<file path="src/rtl/word_length_pkg.sv">
// Shared types and constants for the word length pipeline: code enum and code-to-length map.
// Used by word_length_classify and word_length_pipe (optional stats via WORD_LENGTH_STATS_EN).
package word_length_pkg;

  typedef enum logic [2:0] {
    ZZZZ = 3'b000,
    MMMM = 3'b001,
    ZZZX = 3'b010,
    MMMX = 3'b011,
    MMXX = 3'b100,
    XXXX = 3'b101
  } code_e;

  localparam logic [2:0] CODE_IDLE = 3'b111;

  localparam logic [5:0] LEN_ZZZZ = 6'd2;
  localparam logic [5:0] LEN_MMMM = 6'd6;
  localparam logic [5:0] LEN_ZZZX = 6'd12;
  localparam logic [5:0] LEN_MMMX = 6'd16;
  localparam logic [5:0] LEN_MMXX = 6'd24;
  localparam logic [5:0] LEN_XXXX = 6'd34;

  // Unused codes 110/111 report zero length.
  function automatic logic [5:0] code_len(input logic [2:0] code);
    logic [5:0] len;
    case (code)
      ZZZZ:    len = LEN_ZZZZ;
      MMMM:    len = LEN_MMMM;
      ZZZX:    len = LEN_ZZZX;
      MMMX:    len = LEN_MMMX;
      MMXX:    len = LEN_MMXX;
      XXXX:    len = LEN_XXXX;
      default: len = 6'd0;
    endcase
    return len;
  endfunction

endpackage

</file>
<file path="src/rtl/word_length_classify.sv">
// Combinational priority encoder: zzzz > mmmm > zzzx > mmmx > mmxx > xxxx.
module word_length_classify
  import word_length_pkg::*;
(
  input  logic       zero,
  input  logic       zero3,
  input  logic       match,
  input  logic [1:0] match_type,
  output code_e      code
);

  always_comb begin
    code = XXXX;
    if (zero)                             code = ZZZZ;
    else if (match && match_type == 2'b11) code = MMMM;
    else if (zero3)                        code = ZZZX;
    else if (match && match_type == 2'b10) code = MMMX;
    else if (match && match_type == 2'b01) code = MMXX;
  end

endmodule

</file>
<file path="src/rtl/word_length_pipe.sv">
// Two-stage word classifier with per-block bit accounting and valid/ready flow control.
// Define WORD_LENGTH_STATS_EN to add per-code occurrence counters for the last completed block.
module word_length_pipe
  import word_length_pkg::*;
#(
  parameter  int BLOCK_WORDS = 64,
  parameter  int LEN_W       = 6,
  localparam int SUM_W       = $clog2(BLOCK_WORDS*34+1)
) (
  input  logic             i_clk,
  input  logic             i_reset,
  input  logic             i_valid,
  output logic             o_ready,
  input  logic             i_zero,
  input  logic             i_zero3,
  input  logic             i_match,
  input  logic [1:0]       i_match_type,
  input  logic             i_last,
  output logic             o_valid,
  input  logic             i_ready,
  output logic [2:0]       o_code,
  output logic [LEN_W-1:0] o_length,
  output logic             o_block_last,
  output logic [SUM_W-1:0] o_block_bits
`ifdef WORD_LENGTH_STATS_EN
  ,
  input  logic [2:0]       i_stat_sel,
  output logic [SUM_W-1:0] o_stat_count
`endif
);

  localparam int CNT_W = (BLOCK_WORDS > 1) ? $clog2(BLOCK_WORDS) : 1;

  code_e            in_code;
  logic             s1_valid;
  logic [2:0]       s1_code;
  logic             s1_last;
  logic             s1_load;
  logic             s2_load;
  logic [CNT_W-1:0] word_cnt;
  logic [SUM_W-1:0] acc;
  logic [SUM_W-1:0] acc_next;
  logic             closes;

  word_length_classify u_classify (
    .zero       (i_zero),
    .zero3      (i_zero3),
    .match      (i_match),
    .match_type (i_match_type),
    .code       (in_code)
  );

  assign s2_load = !o_valid || i_ready;
  assign s1_load = !s1_valid || s2_load;
  assign o_ready = s1_load && !i_reset;

  // Block accounting is resolved as the word enters S2, so the accumulator is
  // already clear when the closing word is presented and the next word follows at once.
  assign acc_next = acc + SUM_W'(code_len(s1_code));
  assign closes   = s1_last || (word_cnt == CNT_W'(BLOCK_WORDS-1));

  always_ff @(posedge i_clk or posedge i_reset) begin
    if (i_reset) begin
      s1_valid <= 1'b0;
      s1_code  <= CODE_IDLE;
      s1_last  <= 1'b0;
    end else if (s1_load) begin
      s1_valid <= i_valid;
      if (i_valid) begin
        s1_code <= in_code;
        s1_last <= i_last;
      end
    end
  end

  always_ff @(posedge i_clk or posedge i_reset) begin
    if (i_reset) begin
      o_valid      <= 1'b0;
      o_code       <= CODE_IDLE;
      o_length     <= '0;
      o_block_last <= 1'b0;
      o_block_bits <= '0;
      acc          <= '0;
      word_cnt     <= '0;
    end else if (s2_load) begin
      o_valid <= s1_valid;
      if (s1_valid) begin
        o_code       <= s1_code;
        o_length     <= LEN_W'(code_len(s1_code));
        o_block_last <= closes;
        o_block_bits <= closes ? acc_next : '0;
        if (closes) begin
          acc      <= '0;
          word_cnt <= '0;
        end else begin
          acc      <= acc_next;
          word_cnt <= word_cnt + CNT_W'(1);
        end
      end
    end
  end

`ifdef WORD_LENGTH_STATS_EN
  logic [SUM_W-1:0] run_cnt [8];
  logic [SUM_W-1:0] blk_cnt [8];

  // Counts follow words as they leave the pipe; the snapshot includes the closing word.
  always_ff @(posedge i_clk or posedge i_reset) begin
    if (i_reset) begin
      for (int c = 0; c < 8; c++) begin
        run_cnt[c] <= '0;
        blk_cnt[c] <= '0;
      end
    end else if (o_valid && i_ready) begin
      for (int c = 0; c < 8; c++) begin
        if (o_block_last) begin
          blk_cnt[c] <= run_cnt[c] + SUM_W'(o_code == 3'(c));
          run_cnt[c] <= '0;
        end else if (o_code == 3'(c)) begin
          run_cnt[c] <= run_cnt[c] + SUM_W'(1);
        end
      end
    end
  end

  assign o_stat_count = blk_cnt[i_stat_sel];
`endif

endmodule
</file>
<file path="config.mk">
export PLATFORM = sky130hd
export DESIGN_NAME = word_length_pipe
export DESIGN_NICKNAME = d
export VERILOG_FILES = /design/src/rtl/word_length_pkg.sv /design/src/rtl/word_length_classify.sv /design/src/rtl/word_length_pipe.sv
export SDC_FILE = /design/constraint.sdc
export NUM_CORES = 1
export LEC_CHECK = 0
export ABC_CLOCK_PERIOD_IN_PS = 4050
export BUFFER_PORTS_ARGS = -buffer_cell sky130_fd_sc_hd__buf_2
export CAP_MARGIN = 20
export CORE_MARGIN = 4
export CORE_UTILIZATION = 30
export CTS_BUF_LIST = sky130_fd_sc_hd__clkbuf_8
export DETAILED_ROUTE_END_ITERATION = 7
export MAX_ROUTING_LAYER = met4
export SYNTH_ARGS = -nofsm -noshare
export SYNTH_HDL_FRONTEND = slang
export SYNTH_SLANG_ARGS = --single-unit
</file>
<file path="constraint.sdc">
create_clock -name i_clk -period 4.05 [get_ports i_clk]
set_clock_uncertainty 0.05 [all_clocks]
set_input_delay 0.6075 -clock i_clk [delete_from_list [all_inputs] [get_ports i_clk]]
set_output_delay 0.6075 -clock i_clk [all_outputs]
set_load 0.1 [all_outputs]
</file>
# Word-level counts from Yosys, hierarchy flattened
# Index checks and enable logic that the tools add are counted.
[word_totals]
regBits = 46
out_inout_bits = 24
[classes]
n_addsub = 2
n_eq_ne = 9
mux = 9
n_reduce_logical = 13
[op_table]
columns = ["op", "n"]
rows = [
  ["$pmux W6 S6", 1],
  ["$mux W12", 2],
  ["$add A12 B6 Y12", 1],
  ["$mux W3", 4],
  ["$add A6 B1 Y6 const B", 1],
  ["$eq A3 B2 Y1 const B", 2],
  ["$eq A3 B3 Y1 const B", 2],
  ["$eq A6 B6 Y1 const B", 1],
  ["$mux W6", 1],
  ["$eq A2 B2 Y1 const B", 2],
  ["$logic_and A1 B1 Y1", 4],
  ["$reduce_and A2 Y1", 2],
  ["$eq A3 B1 Y1 const B", 1],
  ["$logic_not A1 Y1", 3],
  ["$logic_not A3 Y1", 1],
  ["$logic_or A1 B1 Y1", 3],
  ["$eq A2 B1 Y1 const B", 1],
  ["$mux W1", 1],
]

# Logic depth before layout (Yosys ltp)
# Gate-level depths: netlist of run 1.
[logic_depth]
ltp_word = 7
depth_mapped = 8
ltp_nobuf = 8

# Modules after synthesis
# Synthesis of run 1 repeated with hierarchy kept, for this count alone.
[unflattened]
cells_unflattened = 221
area_unflattened_um2 = 2190.9
[modules_own_cells]
columns = ["mod", "n_inst", "cells_per_inst", "area_per_inst_um2"]
rows = [
  ["word_length_pipe", 1, 213, 2139.6],
  ["word_length_classify", 1, 8, 51.3],
]

# Worst setup path after synthesis of run 1
# No wires, ideal clock.
[synth_timing]
kind = "flip-flop to output port"
start = "register o_valid"
end = "output port o_ready"
arrival_ns = 2.615
required_time_ns = 3.392
slack_ns = 0.778
path_stages_with_launch = 3
cell_sequence = "dfrtp_1 and2b_1 a21oi_1"
[synth_between]
elab_chain_cells = 4
[synth_lines]
columns = ["element", "line_no", "text"]
rows = [
  ["start: declaration", "word_length_pipe.sv:19", "output logic o_valid,"],
  ["start signal: assignment", "word_length_pipe.sv:86", "o_valid <= s1_valid;"],
  ["$logic_not A1 Y1", "word_length_pipe.sv:53", "assign s2_load = !o_valid || i_ready;"],
  ["$logic_or A1 B1 Y1", "word_length_pipe.sv:53", ""],
  ["$logic_or A1 B1 Y1", "word_length_pipe.sv:54", "assign s1_load = !s1_valid || s2_load;"],
  ["$logic_and A1 B1 Y1", "word_length_pipe.sv:55", "assign o_ready = s1_load && !i_reset;"],
  ["end: declaration", "word_length_pipe.sv:13", "output logic o_ready,"],
]
# No other way between the ends.

# Final worst setup path of run 1
[layout_timing]
start = "register s1_code[2]"
end = "register o_block_bits[7]"
[layout_between]
elab_chain_cells = 4
[layout_lines]
columns = ["element", "line_no", "text"]
rows = [
  ["start: declaration", "word_length_pipe.sv:36", "logic [2:0] s1_code;"],
  ["start signal: assignment", "word_length_pipe.sv:70", "s1_code <= in_code;"],
  ["$eq A3 B3 Y1, or another cell as far along", "word_length_pkg.sv:26", "case (code)"],
  ["$pmux W6 S6 (*)", "word_length_pkg.sv:26", ""],
  ["$add A12 B6 Y12 (*)", "word_length_pipe.sv:59", "assign acc_next = acc + SUM_W'(code_len(s1_code));"],
  ["$mux W12 (*)", "word_length_pipe.sv:91", "o_block_bits <= closes ? acc_next : '0;"],
  ["end signal: assignment", "word_length_pipe.sv:91", ""],
  ["end: declaration", "word_length_pipe.sv:24", "output logic [SUM_W-1:0] o_block_bits"],
]
# Every way passes the cells marked *; elsewhere a longest branch is shown, timed or not.
# A chain may end at the register's enable or synchronous reset.

==> results.json, run 1 <==
{
  "outcome": "finished clean",
  "cts_buffers": 5,
  "drt-total-wl_um": 4771,
  "num_rows": 31,
  "yosysSeqAreaShare": 0.4810,
  "setup_viol": 0,
  "worst_pin_slew_ns": 0.6880,
  "drive_gt1_frac": 0.2127,
  "min_period_over_period": 0.6175,
  "ant_nets": 0,
  "synth-edff-count": 0,
  "die_y_um": 95.65,
  "slew_headroom": 0.5402,
  "cp-startpoint": "s1_code[2]",
  "required_ns": 4.18,
  "cts_resized": 0,
  "global_route.usage.total": 0.1188,
  "root_buffer": "clkbuf_8",
  "period_needed_ns": 2.501,
  "cp.arrival_ns": 2.63,
  "synthArstFlopShare": 1.000,
  "leakagePower_uw": 0.001263,
  "antenna_found_initial": 0,
  "yosys_warnings": 0,
  "postCtsSetupBuffers": 0,
  "rsz0062_at_grt": "no",
  "power.density_mw_per_mm2": 638.0,
  "yosysUniqueCellTypes": 55,
  "io_buffers": 32,
  "area.growth.synth_to_final_pct": 16.29,
  "clock_sinks": 44,
  "firstDrtPassIters": 4,
  "final_util": 0.3637,
  "synth_seq_cells": 44,
  "stdcell_area_mm2": 0.002680,
  "ys.flop_type": "dfrtp_1",
  "hpwl_um": 3447,
  "numPlacedInstances": 359,
  "r2r_start": "s1_code[2]",
  "nets": 284,
  "grt_overflow": 0,
  "drc": 0,
  "drt-initial-drc-count": 74,
  "final_cells": 367,
  "drv_cap": 0,
  "wl_per_cell_um": 13.00,
  "hold_viol": 0,
  "coreArea_mm2": 0.007370,
  "vias": 1807,
  "peakVddDrop_v": 0.0003291,
  "end_kind": "flop",
  "grt_max_degree": 45,
  "layout_setup_ws_ns": 1.549,
  "clk_pin_slew_ns": 0.08,
  "cts_tree": "built",
  "viasPerCell": 4.924,
  "clkLatencyLatePin_ns": 0.29,
  "fp.dieW_um": 95.65,
  "grt_pass1_vias": 1736,
  "syn_inst": 236,
  "cp_max_fo": 7,
  "netlist_area_mm2": 0.002305,
  "startpoint_type": "flop",
  "hold_buffers": 0,
  "ios": 34,
  "drv_slew": 0,
  "cts.htree.levels": 2,
  "place_congestion": 0.7886,
  "hold_path.class": "primary input to asynchronous set/reset pin",
  "crit_type": "flop to flop",
  "seq_area_mm2": 0.001109,
  "fillerInstances": 772,
  "placed_area_mm2": 0.002554,
  "dp_worst_setup_slack_ns": 1.568,
  "antennaDiodeCount": 0,
  "multiInputGateArea_mm2": 0.001112,
  "die-area_mm2": 0.009149,
  "syn_nets": 253,
  "cts_buffer_depth": 2,
  "syn_avg_cell_area_um2": 9.766,
  "start_util": 0.3127,
  "final.setup.tns_ns": 0,
  "grt_pass1_wl_um": 8314,
  "fmax_mhz": 399.9
}
## critical path, cell delays in order, from the launching register on
cell	delay, ns
dfstp_2	0.59
a21oi_1	0.11
ha_1	0.23
fa_1	0.44
a211oi_2	0.27
o21bai_1	0.20
and2_1	0.20
a221o_1	0.28
## path summary, 6_finish.rpt
| check | depth (start not counted) | slack (ns) | end |
|---|---|---|---|
| min | 3 | 0.40 | s1_last |
| max | 7 | 1.55 | o_block_bits[7] |
| max reg2reg | 7 | 1.55 | o_block_bits[7] |
| max in group asynchronous | 3 | 3.18 | o_code[0] |
| min reg2reg | 2 | 0.41 | o_code[2] |
| min in group i_clk | 2 | 0.41 | o_code[2] |
## cells in the mapped netlist, drive strengths merged (2+ instances only)
cell type,number,share of area
a31oi,4,0.017
nor3,6,0.013
nand2,43,0.070
buf,9,0.022
o21a,2,0.0065
a21oi,11,0.024
nand3b,3,0.0098
and2,4,0.011
mux2,3,0.015
a41o,2,0.0087
a221o,3,0.013
a22o,5,0.019
and3,4,0.013
ha,6,0.033
clkbuf,2,0.0033
o31ai,2,0.0065
nand4,4,0.011
o21ai,16,0.035
mux2i,2,0.0087
nor2,11,0.018
a211oi,3,0.012
a21o,3,0.0098
xnor2,3,0.011
nand3,6,0.013
dfstp,6,0.068
o211ai,2,0.0065
inv,7,0.011
and2b,2,0.0065
nand2b,4,0.011
dfrtp,38,0.41
## layout make-up
type	instances	share of cell area
Timing Repair Buffer	35	0.06816
Sequential cell	44	0.4136
Inverter	7	0.009804
Clock inverter	1	0.01120
Multi-Input combinational cell	174	0.4150
Tap cell	99	0.04622
Clock buffer	7	0.03595
## report_power, final
group	switching, uW	total (uW)	leakage, uW	internal (uW)
Sequential	79.3	619	0.000562	540
Combinational	557	724	0.000637	167
Clock	149	367	0.0000645	218
Total	786	1710	0.00126	924
## metrics by stage
step / total power (uW) / hold WS, ns
global placement: 1349 / 0.4009
global route: 1814 / 0.4319
CTS: 1732 / 0.4204
detailed placement: 1357 / 0.4062
finish: 1710 / 0.3981
floorplan: 1229 / 0.4063
## sequential cells by signal, summed over array words and instances (netlist names)
register / flops
o_length: 5
o_block_last: 1
s1_code: 3
acc: 11
s1_last: 1
word_cnt: 6
o_block_bits: 12
o_code: 3
o_valid: 1
s1_valid: 1
## placed cells by master, fill, tap and decap left out, drive strengths merged, types with 2 or more instances in the layout
| cell type | count |
|---|---|
| inv | 6 |
| and2b | 2 |
| a211oi | 3 |
| o211ai | 2 |
| buf | 35 |
| xnor2 | 3 |
| mux2i | 2 |
| nor2 | 11 |
| a31oi | 4 |
| nand2b | 4 |
| and3 | 4 |
| dfrtp | 38 |
| dfstp | 6 |
| and2 | 4 |
| ha | 6 |
| a221o | 3 |
| a22o | 5 |
| clkbuf | 7 |
| mux2 | 3 |
| nor3 | 6 |
| o21ai | 16 |
| o21a | 2 |
| o31ai | 2 |
| nand2 | 43 |
| a41o | 2 |
| nand3b | 3 |
| nand3 | 6 |
| a21o | 3 |
| nand4 | 4 |
| a21oi | 11 |
## logic make-up (layout without fill, tap and decap cells)
group	Yosys count	count (layout)	synth area share
AOI/OAI and AO/OA	64	64	0.2057
muxes	5	5	0.02334
other	1	1	0.001627
DFF	44	44	0.4810
buffers and inverters	18	50	0.03637
xor gates and xnor gates	4	4	0.01520
adders and majority gates	7	7	0.04126
and+or+nand+nor	93	93	0.1954
## routing by layer
| metal | part of all wire | up-vias | GRT usage |
|---|---|---|---|
| met1 | 0.50 | 856 | 0.1565 |
| li1 | - | 918 | - |
| met5 | 0 | - | - |
| met3 | 0.042 | 6 | 0.02762 |
| met2 | 0.45 | 27 | 0.1818 |
| met4 | 0.012 | 0 | 0.03555 |
No activity file was read; power rests on OpenSTA's default activity.
==> run 2, diff against run 1 <==
--- a/config.mk
+++ b/config.mk
@@ -5,7 +5,8 @@
 export SDC_FILE = /design/constraint.sdc
 export NUM_CORES = 1
 export LEC_CHECK = 0
-export ABC_CLOCK_PERIOD_IN_PS = 4050
+export ABC_AREA = 1
+export ABC_CLOCK_PERIOD_IN_PS = 2100
 export BUFFER_PORTS_ARGS = -buffer_cell sky130_fd_sc_hd__buf_2
 export CAP_MARGIN = 20
 export CORE_MARGIN = 4
==> constraint.sdc (replaced) <==
create_clock -name i_clk -period 2.1 [get_ports i_clk]
set_clock_uncertainty 0.05 [all_clocks]
set_input_delay 0.315 -clock i_clk [delete_from_list [all_inputs] [get_ports i_clk]]
set_output_delay 0.315 -clock i_clk [all_outputs]
set_load 0.1 [all_outputs]
==> results.json, run 2 <==
{
  "outcome": "finished clean",
  "power.density_mw_per_mm2": 1172,
  "crit_type": "flop to flop",
  "antennaDiodeCount": 0,
  "min_period_over_period": 0.9666,
  "final.setup.tns_ns": 0,
  "startpoint_type": "flop",
  "cp.arrival_ns": 2.16,
  "grt_max_degree": 45,
  "yosys_warnings": 0,
  "rsz0062_at_grt": "yes",
  "viasPerCell": 4.503,
  "die-area_mm2": 0.009062,
  "period_needed_ns": 2.030,
  "cts_buffers": 5,
  "start_util": 0.3111,
  "layout_setup_ws_ns": 0.07015,
  "drc": 0,
  "antenna_found_initial": 0,
  "ys.flop_type": "dfrtp_1",
  "critical_path.top_delay_family": "flip-flops",
  "netlist_top_cells_count": "nand2_1 (108), dfrtp_1 (38), inv_1 (32)",
  "drt-total-wl_um": 5262,
  "dp_worst_setup_slack_ns": -0.04713,
  "clk_pin_slew_ns": 0.08,
  "yosysMostFrequentCell": "nand2_1",
  "hold_viol": 0,
  "root_buffer": "clkbuf_8",
  "vias": 1941,
  "firstDrtPassIters": 4,
  "clkLatencyLatePin_ns": 0.30,
  "max_stage_delay_ns": 0.61,
  "global_route.usage.total": 0.1257,
  "slowest_stage": "dfstp_2",
  "yosysSeqAreaShare": 0.4860,
  "hpwl_um": 3690,
  "yosys.area.top_type": "dfrtp_1",
  "netlist_area_mm2": 0.002281,
  "syn_nets": 307,
  "syn_avg_cell_area_um2": 7.865,
  "reg.largest.list": "o_block_bits (12), acc (11), word_cnt (6)",
  "drv_cap": 0,
  "required_ns": 2.23,
  "drt-initial-drc-count": 93,
  "area.growth.synth_to_final_pct": 21.61,
  "synthArstFlopShare": 1.000,
  "place_congestion": 0.8659,
  "yosysTopAreaCellShare": 0.4169,
  "synth_area_leaders": "dfrtp_1 (42%), nand2_1 (18%), dfstp_2 (6.9%)",
  "worst_pin_slew_ns": 0.5585,
  "synth-edff-count": 0,
  "peakVddDrop_v": 0.0008467,
  "drive_gt1_frac": 0.2530,
  "top_register": "o_block_bits",
  "hold_path.class": "primary input to flop",
  "syn_inst": 290,
  "num_rows": 31,
  "end_kind": "flop",
  "fmax_mhz": 492.6,
  "crit_path_cell_trace": "nand2_2, nor3b_1, buf_4, fa_2, buf_4, xnor2_1, o21ai_0",
  "fp.dieW_um": 95.20,
  "cts_tree": "built",
  "yosysUniqueCellTypes": 32,
  "layout_common_cells": "nand2_1 (102), dfrtp_1 (38), inv_1 (32), buf_2 (32), nand3_1 (28)",
  "cts_buffer_depth": 2,
  "ant_nets": 0,
  "clock_sinks": 44,
  "grt_pass1_vias": 1895,
  "grt_pass1_wl_um": 8659,
  "setup_viol": 0,
  "slew_headroom": 0.6276,
  "fillerInstances": 763,
  "cp_max_fo": 6,
  "wl_per_cell_um": 12.21,
  "leakagePower_uw": 0.001457,
  "nets": 348,
  "coreArea_mm2": 0.007331,
  "ff2ff_setup_slack_ns": 0.07,
  "die_y_um": 95.20,
  "cts.htree.levels": 2,
  "largest_register_ffs": 12,
  "cpMostUsedCell": "buf_4",
  "ios": 34,
  "final_common_cell": "nand2_1",
  "drv_slew": 0,
  "grt_overflow": 0,
  "io_buffers": 32,
  "synth_seq_cells": 44,
  "crit_buf_inv": 2
}
run 2: timing repair:
action	in CTS	in global routing
gates resized for setup	1	24
pin swaps	0	4
buffers inserted	0	2
setup endpoints to repair	6	16
hold buffers	0	0
run 2: metal layers:
layer  global-route usage  routed length (um)
met3              0.02762                 216
met4              0.04087                  83
met1               0.1701                2589
met2               0.1872                2373
met5                    -                   0
run 2: per-stage QoR:
stage               cells  cell area, um^2  power [uW]  hold WS (ns)  utilization
finish                431             2774        3252        0.1544       0.3784
global route          431             2774        3451        0.1688       0.3784
CTS                   429             2653        3160        0.1503       0.3618
detailed placement    421             2567        2635        0.4119       0.3502
global placement      421             2567        2622        0.4089       0.3502
floorplan             290             2285        2345        0.2713            -
run 2: final cells by class:
cell class | count | area, um^2 | share of cell area
clock buffer | 5 | 68.82 | 0.02481
clock inverter | 3 | 12.51 | 0.004511
inverter | 35 | 135.1 | 0.04871
multi-input combinational | 205 | 1105 | 0.3983
sequential | 44 | 1109 | 0.3996
tap | 99 | 123.9 | 0.04466
timing repair buffer | 40 | 220.2 | 0.07939
run 2: worst min-delay path, cell delays in order:
cell     delay [ns]
buf_2          0.07
nand2_1        0.04
nand2_1        0.04
run 2: worst paths after layout:
kind                                  from              end  cells after the start
max                             s1_code[1]           acc[3]                      7
max in group asynchronous          i_reset        o_code[0]                      3
min in group asynchronous          i_reset  o_block_bits[1]                      3
min                                 i_last          s1_last                      3
min reg2reg                o_block_bits[7]  o_block_bits[7]                      2
max reg2reg                     s1_code[1]           acc[3]                      7
run 2: cell families after synthesis:
group	after synthesis	synth area share
xor+xnor	3	0.01152
simple gates	172	0.3280
flops	44	0.4860
buf+inv	41	0.07789
fa+ha+maj	7	0.04169
other cells	1	0.001644
mux	1	0.004389
compound gates	21	0.04882
run 2: power breakdown:
part           total [uW]  internal [uW]  leakage [uW]  switching [uW]
Sequential           1170           1030      0.000569             133
Combinational        1580            378      0.000837            1200
Clock                 511            224     0.0000505             286
==> run 3, diff against run 2 <==
--- a/config.mk
+++ b/config.mk
@@ -6,7 +6,7 @@
 export NUM_CORES = 1
 export LEC_CHECK = 0
 export ABC_AREA = 1
-export ABC_CLOCK_PERIOD_IN_PS = 2100
+export ABC_CLOCK_PERIOD_IN_PS = 2500
 export BUFFER_PORTS_ARGS = -buffer_cell sky130_fd_sc_hd__buf_2
 export CAP_MARGIN = 20
 export CORE_MARGIN = 4
@@ -14,6 +14,7 @@
 export CTS_BUF_LIST = sky130_fd_sc_hd__clkbuf_8
 export DETAILED_ROUTE_END_ITERATION = 7
 export MAX_ROUTING_LAYER = met4
+export PLACE_DENSITY = 0.56
 export SYNTH_ARGS = -nofsm -noshare
 export SYNTH_HDL_FRONTEND = slang
 export SYNTH_SLANG_ARGS = --single-unit
==> constraint.sdc (replaced) <==
create_clock -name i_clk -period 2.5 [get_ports i_clk]
set_clock_uncertainty 0.05 [all_clocks]
set_input_delay 0.375 -clock i_clk [delete_from_list [all_inputs] [get_ports i_clk]]
set_output_delay 0.375 -clock i_clk [all_outputs]
set_load 0.1 [all_outputs]
==> results.json, run 3 (synthesis gave the netlist of run 2 again) <==
{
  "outcome": "finished clean",
  "worst_pin_slew_ns": 0.5398,
  "slew_headroom": 0.6401,
  "ios": 34,
  "area.growth.synth_to_final_pct": 14.54,
  "dp_worst_setup_slack_ns": 0.1835,
  "required_ns": 2.63,
  "grt_util_met3": 0.02920,
  "gr-max-usage-layer": "met2",
  "numPlacedInstances": 416,
  "grt_pass1_vias": 1861,
  "hold_path.class": "primary input to asynchronous set/reset pin",
  "cp.arrival_ns": 2.29,
  "hold_viol": 0,
  "cp_max_fo": 5,
  "ff2ff_setup_slack_ns": 0.35,
  "die-area_mm2": 0.009062,
  "reg.largest.list": "o_block_bits (12), acc (11), word_cnt (6)",
  "hpwl_um": 3516,
  "largest_register_ffs": 12,
  "use_met2": 0.1831,
  "startpoint_type": "flop",
  "clock_sinks": 44,
  "final_common_cell": "nand2_1",
  "final_cells": 424,
  "io_buffers": 32,
  "viasPerCell": 4.361,
  "end_kind": "flop",
  "layout_common_cells": "nand2_1 (108), dfrtp_1 (38), inv_1 (33)",
  "grt_pass1_wl_um": 8397,
  "crit_type": "flop to flop",
  "grt_max_degree": 45,
  "critical_path.top_delay_family": "simple AND/OR/NAND/NOR gates",
  "setup_viol": 0,
  "drv_slew": 0,
  "leakagePower_uw": 0.001430,
  "ant_nets": 0,
  "fillerInstances": 775,
  "antennaDiodeCount": 0,
  "power.density_mw_per_mm2": 983.1,
  "crit_path_cell_trace": "inv_1, a21oi_1, ha_1, fa_1, nand2_1, nand2_1, nand3_1, nand2_1, nand3_1, nand3_1, nand2_1",
  "wl_per_cell_um": 11.07,
  "final.setup.tns_ns": 0,
  "cts_buffers": 5,
  "drive_gt1_frac": 0.1785,
  "num_rows": 31,
  "firstDrtPassIters": 4,
  "drt-initial-drc-count": 101,
  "peakVddDrop_v": 0.0005491,
  "crit_buf_inv": 1,
  "slowest_stage": "dfstp_2",
  "coreArea_mm2": 0.007331,
  "drc": 0,
  "layout_setup_ws_ns": 0.3493,
  "top_register": "o_block_bits",
  "min_period_over_period": 0.8603,
  "cts_tree": "built",
  "gr-usage-met1": 0.1599,
  "fmax_mhz": 465.0,
  "cts_buffer_depth": 2,
  "global_route.usage.total": 0.1206,
  "clkLatencyLatePin_ns": 0.29,
  "clk_pin_slew_ns": 0.08,
  "root_buffer": "clkbuf_8",
  "grt_overflow": 0,
  "postCtsSetupBuffers": 0,
  "drt-total-wl_um": 4694,
  "vias": 1849,
  "die_y_um": 95.20,
  "drv_cap": 0,
  "rsz0062_at_grt": "no",
  "antenna_found_initial": 0,
  "period_needed_ns": 2.151,
  "place_congestion": 0.8903,
  "nets": 341,
  "max_stage_delay_ns": 0.54,
  "cts.htree.levels": 2,
  "cpMostUsedCell": "nand2_1",
  "fp.dieW_um": 95.20,
  "start_util": 0.3111
}
-- run 3: cell count changes in the layout (fill, tap and decap cells not counted), sizes merged --
cell	delta
buf	-7
clkinvlp	-1
inv	+1
-- run 3: final cells by class --
cell class,count,area [um^2],share of cell area
Clock buffer,5,68.82,0.02634
Clock inverter,3,12.51,0.004789
Inverter,35,131.4,0.05029
Multi-Input combinational cell,205,999.7,0.3827
Sequential cell,44,1109,0.4243
Tap cell,99,123.9,0.04741
Timing Repair Buffer,33,167.7,0.06418
-- run 3: where the power goes --
| part | total (uW) | internal, uW | switching [uW] |
|---|---|---|---|
| Clock | 414 | 188 | 226 |
| Combinational | 1190 | 240 | 948 |
| Sequential | 967 | 868 | 98.9 |
-- run 3: final timing paths --
check                             endpoint       startpoint  depth (start not counted)
setup / recovery           o_block_bits[9]       s1_code[0]                         11
hold / removal                 word_cnt[5]          i_reset                          3
setup reg to reg           o_block_bits[9]       s1_code[0]                         11
hold reg to reg            o_block_bits[5]  o_block_bits[5]                          2
max in group asynchronous        o_code[2]          i_reset                          3
min in group i_clk                 s1_last           i_last                          3
-- run 3: repair_timing --
| action | in CTS | in global routing |
|---|---|---|
| hold buffers | 0 | 0 |
| resized for setup | 0 | 1 |
| setup endpoints to repair | 0 | 13 |
| endpoints found under the hold margin | 0 | 0 |
-- run 3: worst min-delay path, stage by stage --
cell and delay [ns]:
buf_2 0.10, inv_2 0.06, buf_4 0.46
-- run 3: per-layer routing --
| metal | wire [um] | vias to the layer above | part of all wire |
|---|---|---|---|
| li1 | - | 980 | - |
| met1 | 2471 | 827 | 0.53 |
| met2 | 1948 | 36 | 0.41 |
| met3 | 205 | 6 | 0.044 |
| met4 | 69 | 0 | 0.015 |
| met5 | 0 | - | 0 |
-- run 3: metrics by stage --
step / instance area [um^2] / total power (uW) / hold slack (ns) / util
floorplan: 2281 / 1969 / 0.4054 / -
global placement: 2526 / 2170 / 0.4105 / 0.3446
detailed placement: 2526 / 2176 / 0.4102 / 0.3446
CTS: 2608 / 2605 / 0.2259 / 0.3557
global route: 2613 / 2753 / 0.2359 / 0.3564
finish: 2613 / 2568 / 0.1939 / 0.3564
